**config.mk**
```make
export PLATFORM = sky130hd
export DESIGN_NAME = nonce_search_ctrl_flat
export DESIGN_NICKNAME = d
export VERILOG_FILES = /design/src/rtl/nonce_search_if.sv /design/src/rtl/nonce_search_ctrl.sv /design/src/flat_wrapper.sv
export SDC_FILE = /design/constraint.sdc
export NUM_CORES = 2
export LEC_CHECK = 0
export CORE_AREA = 2 2 621 623
export CTS_CLUSTER_DIAMETER = 30
export DETAILED_ROUTE_END_ITERATION = 10
export DIE_AREA = 0 0 623 625
export DONT_BUFFER_PORTS = 1
export SETUP_SLACK_MARGIN = 0.2
export SKIP_LAST_GASP = 1
export SLEW_MARGIN = 20
export SYNTH_ARGS = -nofsm -noshare
export SYNTH_HDL_FRONTEND = slang
export SYNTH_SLANG_ARGS = --single-unit
```
**constraint.sdc**
```tcl
create_clock -name clk -period 3.65 [get_ports clk]
set_input_delay 0.365 -clock clk [delete_from_list [all_inputs] [get_ports clk]]
set_output_delay 0.365 -clock clk [all_outputs]
set_load 0.02 [all_outputs]
```
**src/rtl/nonce_search_if.sv**
```systemverilog
// nonce_search_if: host/config and hash-core signals of the nonce search sequencer.
interface nonce_search_if #(parameter int CNT_W = 32);
    logic             start;
    logic             abort;
    logic [255:0]     base_nonce;
    logic [255:0]     target;
    logic [CNT_W-1:0] max_attempts;
    logic [255:0]     nonce_out;
    logic [255:0]     hash_in;
    logic             busy;
    logic             done;
    logic             found;
    logic [255:0]     found_nonce;
    logic [255:0]     found_hash;
    logic [CNT_W-1:0] attempts;
    modport slave (
        input  start, abort, base_nonce, target, max_attempts, hash_in,
        output nonce_out, busy, done, found, found_nonce, found_hash, attempts
    );
    modport master (
        output start, abort, base_nonce, target, max_attempts, hash_in,
        input  nonce_out, busy, done, found, found_nonce, found_hash, attempts
    );
endinterface

```
**src/rtl/nonce_search_ctrl.sv**
```systemverilog
// nonce_search_ctrl: walks nonce word 7 through the hash core until a digest falls
// strictly below target, the attempt budget runs out, or the host aborts.
module nonce_search_ctrl #(
    parameter int HASH_LATENCY = 0,
    parameter int CNT_W        = 32
) (
    input logic           clk,
    input logic           rst,
    nonce_search_if.slave bus
);
    typedef enum logic [1:0] {IDLE, WAIT, CHECK, DONE} state_t;
    localparam int WW = (HASH_LATENCY > 1) ? $clog2(HASH_LATENCY) : 1;
    // WAIT holds HASH_LATENCY cycles and CHECK one more, so an attempt takes HASH_LATENCY+1
    localparam logic [WW-1:0] RELOAD = WW'((HASH_LATENCY > 0) ? HASH_LATENCY - 1 : 0);
    localparam state_t FIRST = (HASH_LATENCY == 0) ? CHECK : WAIT;
    state_t           r_state, w_next;
    logic [WW-1:0]    r_wait;
    logic [255:0]     r_nonce, r_target, r_found_nonce, r_found_hash;
    logic [CNT_W-1:0] r_max, r_attempts, w_attempts_inc;
    logic             r_found, w_accept, w_check, w_hit, w_last;
    assign w_accept       = (r_state == IDLE) && bus.start;
    assign w_check        = (r_state == CHECK) && !bus.abort;
    assign w_hit          = bus.hash_in < r_target;
    assign w_attempts_inc = r_attempts + CNT_W'(1);
    assign w_last         = (r_max != '0) && (w_attempts_inc == r_max);
    always_ff @(posedge clk) begin
        if (rst) r_state <= IDLE;
        else     r_state <= w_next;
    end
    always_comb begin
        w_next = r_state;
        unique case (r_state)
            IDLE:    w_next = bus.start ? FIRST : IDLE;
            WAIT:    w_next = bus.abort ? IDLE : (r_wait == '0) ? CHECK : WAIT;
            CHECK:   w_next = bus.abort ? IDLE : (w_hit || w_last) ? DONE : FIRST;
            default: w_next = IDLE;
        endcase
    end
    always_comb begin
        bus.busy        = r_state != IDLE;
        bus.done        = r_state == DONE;
        bus.found       = r_found;
        bus.nonce_out   = r_nonce;
        bus.found_nonce = r_found_nonce;
        bus.found_hash  = r_found_hash;
        bus.attempts    = r_attempts;
    end
    always_ff @(posedge clk) begin
        if (rst) begin
            r_wait        <= '0;
            r_nonce       <= '0;
            r_target      <= '0;
            r_max         <= '0;
            r_attempts    <= '0;
            r_found       <= 1'b0;
            r_found_nonce <= '0;
            r_found_hash  <= '0;
        end else begin
            if (w_accept) begin
                r_nonce    <= bus.base_nonce;
                r_target   <= bus.target;
                r_max      <= bus.max_attempts;
                r_attempts <= '0;
                r_found    <= 1'b0;
                r_wait     <= RELOAD;
            end
            if (r_state == WAIT) r_wait <= r_wait - WW'(1);
            if (w_check) begin
                r_attempts <= w_attempts_inc;
                if (w_hit) begin
                    r_found       <= 1'b1;
                    r_found_nonce <= r_nonce;
                    r_found_hash  <= bus.hash_in;
                end else if (!w_last) begin
                    r_nonce[31:0] <= r_nonce[31:0] + 32'd1;
                    r_wait        <= RELOAD;
                end
            end
        end
    end
endmodule

```
**src/flat_wrapper.sv**
```systemverilog
// flat-port wrapper written by rule: the top's interface ports become plain ports
module nonce_search_ctrl_flat 
#(
    parameter int HASH_LATENCY = 0,
    parameter int CNT_W        = 32
)
  (clk, rst, bus_start, bus_abort, bus_base_nonce, bus_target, bus_max_attempts, bus_hash_in, bus_nonce_out, bus_busy, bus_done, bus_found, bus_found_nonce, bus_found_hash, bus_attempts);
  nonce_search_if #(.CNT_W(CNT_W)) bus_i ();
  input logic clk;
  input logic rst;
  input wire logic [$bits(bus_i.start)-1:0] bus_start;
  input wire logic [$bits(bus_i.abort)-1:0] bus_abort;
  input wire logic [$bits(bus_i.base_nonce)-1:0] bus_base_nonce;
  input wire logic [$bits(bus_i.target)-1:0] bus_target;
  input wire logic [$bits(bus_i.max_attempts)-1:0] bus_max_attempts;
  input wire logic [$bits(bus_i.hash_in)-1:0] bus_hash_in;
  output wire logic [$bits(bus_i.nonce_out)-1:0] bus_nonce_out;
  output wire logic [$bits(bus_i.busy)-1:0] bus_busy;
  output wire logic [$bits(bus_i.done)-1:0] bus_done;
  output wire logic [$bits(bus_i.found)-1:0] bus_found;
  output wire logic [$bits(bus_i.found_nonce)-1:0] bus_found_nonce;
  output wire logic [$bits(bus_i.found_hash)-1:0] bus_found_hash;
  output wire logic [$bits(bus_i.attempts)-1:0] bus_attempts;
  assign bus_i.start = bus_start;
  assign bus_i.abort = bus_abort;
  assign bus_i.base_nonce = bus_base_nonce;
  assign bus_i.target = bus_target;
  assign bus_i.max_attempts = bus_max_attempts;
  assign bus_i.hash_in = bus_hash_in;
  assign bus_nonce_out = bus_i.nonce_out;
  assign bus_busy = bus_i.busy;
  assign bus_done = bus_i.done;
  assign bus_found = bus_i.found;
  assign bus_found_nonce = bus_i.found_nonce;
  assign bus_found_hash = bus_i.found_hash;
  assign bus_attempts = bus_i.attempts;
  nonce_search_ctrl #(.HASH_LATENCY(HASH_LATENCY), .CNT_W(CNT_W)) u_core (.clk(clk), .rst(rst), .bus(bus_i));
endmodule
```
==> qor.txt <==
outcome - finished with violations
failing checks - negative setup slack
worst-case clock buffer depth - 4
relative slew slack - 9.83%
Non-Filler Instances - 12000
Via Count - 48500
Rows - 228
fmax - 252 MHz
Slew @ Worst Pin - 1.35 ns
Total Routing Usage GR - 17.4%
TritonCTS Buffers - 288
MaxCap Viol Count - 0
ys flop type - dfxtp_1
Iteration-0 DRC Markers - 4923
H-tree depth - 5
Hold Crit Class - primary input to flip-flop
critical path's top delay family - simple AND/OR/NAND/NOR gates
Setup CP Type - flip-flop to flip-flop
WHS - 0.0796 ns
Final Hold Viols - 0
I/O pin count - 1607
post-route ant nets - 0
DIE HEIGHT - 625 µm
Setup-failing EPs final - 547
vias in the first global route - 45700
Req. time, crit path - 4.34 ns
antenna violations before repair - 181
CTS tree - done
final slew viol count - 0
unrepaired setup endpoints after global routing - yes
syn_nets - 6587
area share of the largest cell type after synthesis - 46.6%
P_leak - 31.7 nW
Post-Route WL - 359 mm
Yosys warnings - 0
Mean Syn Cell Area - 8.50 µm²
leading area contributor after synthesis - dfxtp_1
Post-synth ARST share - 0%
iteration count of the initial detailed-routing pass - 9
most frequent CP cell - buf_12
GP Congestion - 0.980
Post-Route M1 WL - 123 mm
die width - 623 µm
Synth Register Bits - 1092
Core Util, Final - 19.7%
top cells by count, synth - nand2_1 (1157), dfxtp_1 (1092), a21oi_1 (631), nor2_1 (612), mux2i_1 (512)
Max Used Layer - met5
PortBufs - 0
Synth-to-Final Area Change - 61.2%
most numerous cell in the Yosys netlist - nand2_1
PD cells - 585 mW/mm²
Area contributors post-synth - dfxtp_1 (47%), mux2i_1 (11%), nand2_1 (9.3%)
die outline area - 0.389 mm²
Via density - 4.03
CP endpoint kind - flip-flop
Post-synth EDFFs - 0
worst vdd ir - 0.500 mV
layout cell share with drive strength beyond 1 - 14.3%
CP max stage delay - 0.36 ns
crit path DAT - 4.66 ns
largest net degree at the start of global routing - 226
CTS Sinks - 1092
post-synthesis cell area - 0.0469 mm²
HPWL after detailed placement - 287 mm
worst skew pair latency - 0.93 ns
post-route setup slack - -0.315 ns
# DRC - 0
CP max FO - 5
grt ovf - 0
Clock Root Buffer - clkbuf_16
drt wl/cell - 29.8 µm
Final nets - 7706
Worst-path clk slew - 0.05 ns
Worst path slowest cell - nor4_4
min Tclk post-route - 3.97 ns
Worst Clk Skew - 0.0981 ns
metal3 WL - 47.0 mm
Core ar. - 0.384 mm²
placed cells - 10500
count of different cell masters after synthesis - 78
Syn Inst Count - 5526
starting density of the core - 12.2%
first-pass GRT wire length - 450 mm
final worst path period share - 109%
sequential fraction of the synthesis area - 46.6%
pre-CTS WS - -1.00 ns
Critical Path Source Type - flip-flop
cells along the critical path - inv_2 > ha_4 > nand3_4 > nor4_4 > buf_4 > nand4_1 > nor4_4 > buf_4 > and4_4 > buf_12 > nand2_4 > a31o_4 > nand3_4 > buf_12 > buf_12 > buf_12 > buf_12 > buf_16 > mux2i_1 > nor2_1
routed wl met2 - 167 mm
CP Buf/Inv Count - 9
==> final timing paths <==
path / from / to / slack (ns) / cells past startpoint
max: u_core.r_target[252]$_SDFFE_PP0P_ / u_core.bus.found_nonce[192]$_SDFFE_PP0P_ / -0.32 / 20
min: bus_start / u_core.bus.nonce_out[99]$_SDFFE_PP0P_ / 0.08 / 3
max reg2reg: u_core.r_target[252]$_SDFFE_PP0P_ / u_core.bus.found_nonce[192]$_SDFFE_PP0P_ / -0.32 / 20
min reg2reg: u_core.r_target[227]$_SDFFE_PP0P_ / u_core.r_target[227]$_SDFFE_PP0P_ / 0.45 / 2
==> layout by cell type, fill, tap and decap left out, types with 17 or more instances in the layout <==
cell type	Yosys	routed
clkbuf_8	0	46
mux2i_2	0	17
xnor2_1	24	24
nand3_1	69	64
buf_12	0	48
dfxtp_2	0	19
nor3_1	49	36
ha_1	257	239
o21ai_0	67	61
and3_1	26	26
diode_2	0	114
buf_16	0	39
clkbuf_16	0	301
buf_4	5	231
a21oi_1	631	628
ha_4	0	18
dfxtp_1	1092	1073
nor2_1	612	612
dlygate4sd3_1	0	809
a211oi_1	20	18
clkinvlp_4	0	23
buf_6	3	26
mux2i_1	512	489
a21o_1	33	33
inv_1	277	269
nand4_1	61	61
clkinv_2	0	44
nor4_1	38	33
bufinv_16	0	32
nand2_1	1157	1153
a221o_1	18	18
clkbuf_1	266	39
and4_1	20	18
==> tightest hold or removal path, delay by kind of cell <==
kind	cells	cell delay (ns)
AO/OA/AOI/OAI	1	0.05
AND/OR/NAND/NOR	2	0.42
==> where the power goes <==
part / switching (mW) / total, mW / internal, mW
combinational: 2.36 / 4.20 / 1.84
sequential: 1.19 / 13.6 / 12.4
clock: 8.63 / 26.4 / 17.8
total: 12.2 / 44.3 / 32.1
==> cell families (layout without fill, tap and decap cells) <==
kind of cell | after synthesis | count (layout) | synth area share [%]
xor+xnor | 39 | 39 | 0.728
other cells | 0 | 114 | 0
fa+ha+maj | 257 | 257 | 6.85
simple gates | 2103 | 2103 | 18.6
compound gates | 898 | 898 | 11.0
flops | 1092 | 1092 | 46.6
mux | 513 | 513 | 10.9
buf+inv | 624 | 1970 | 5.26
==> registers in the layout (all words and copies together) (netlist names), 2 cells and up <==
name / cells
u_core.bus.attempts: 32
u_core.bus.found_nonce: 256
u_core.bus.nonce_out: 256
u_core.bus.found_hash: 256
u_core.r_target: 256
u_core.r_state: 2
u_core.r_max: 32
==> layer usage <==
metal / vias up / track usage (%)
li1: 21100 / -
met1: 23300 / 18.1
met2: 3134 / 28.6
met3: 921 / 8.59
met4: 38 / 9.02
met5: - / 0.519
==> area by class of cell <==
type                            count  area (µm²)
Antenna cell                      114         285
Tap cell                         5060        6330
Inverter                          277        1040
Clock inverter                    143        2060
Multi-Input combinational cell   3810       23400
Fill cell                       41700      308000
Timing Repair Buffer             1176       12600
Sequential cell                  1092       21900
Clock buffer                      374        8010
==> metrics by stage <==
step                power, mW  cell area [µm²]  TNS [ns]
finish                   44.3            75700   -104.88
global route             45.5            75500   -204.59
CTS                      44.4            74200   -108.49
detailed placement       16.7            54500   -481.86
global placement         16.7            54500   -421.87
floorplan                15.1            46900         0
==> what timing repair did <==
item                                    in CTS  in global routing
pin swaps                                   19                 36
resized for setup                          106                141
endpoints found under the setup margin     547                547
gates cloned                                21                 15
hold buffers                               809                  1
setup buffers                               30                 20
endpoints found under the hold margin      823                  1
Note: power is estimated with default switching activity, not from simulation.
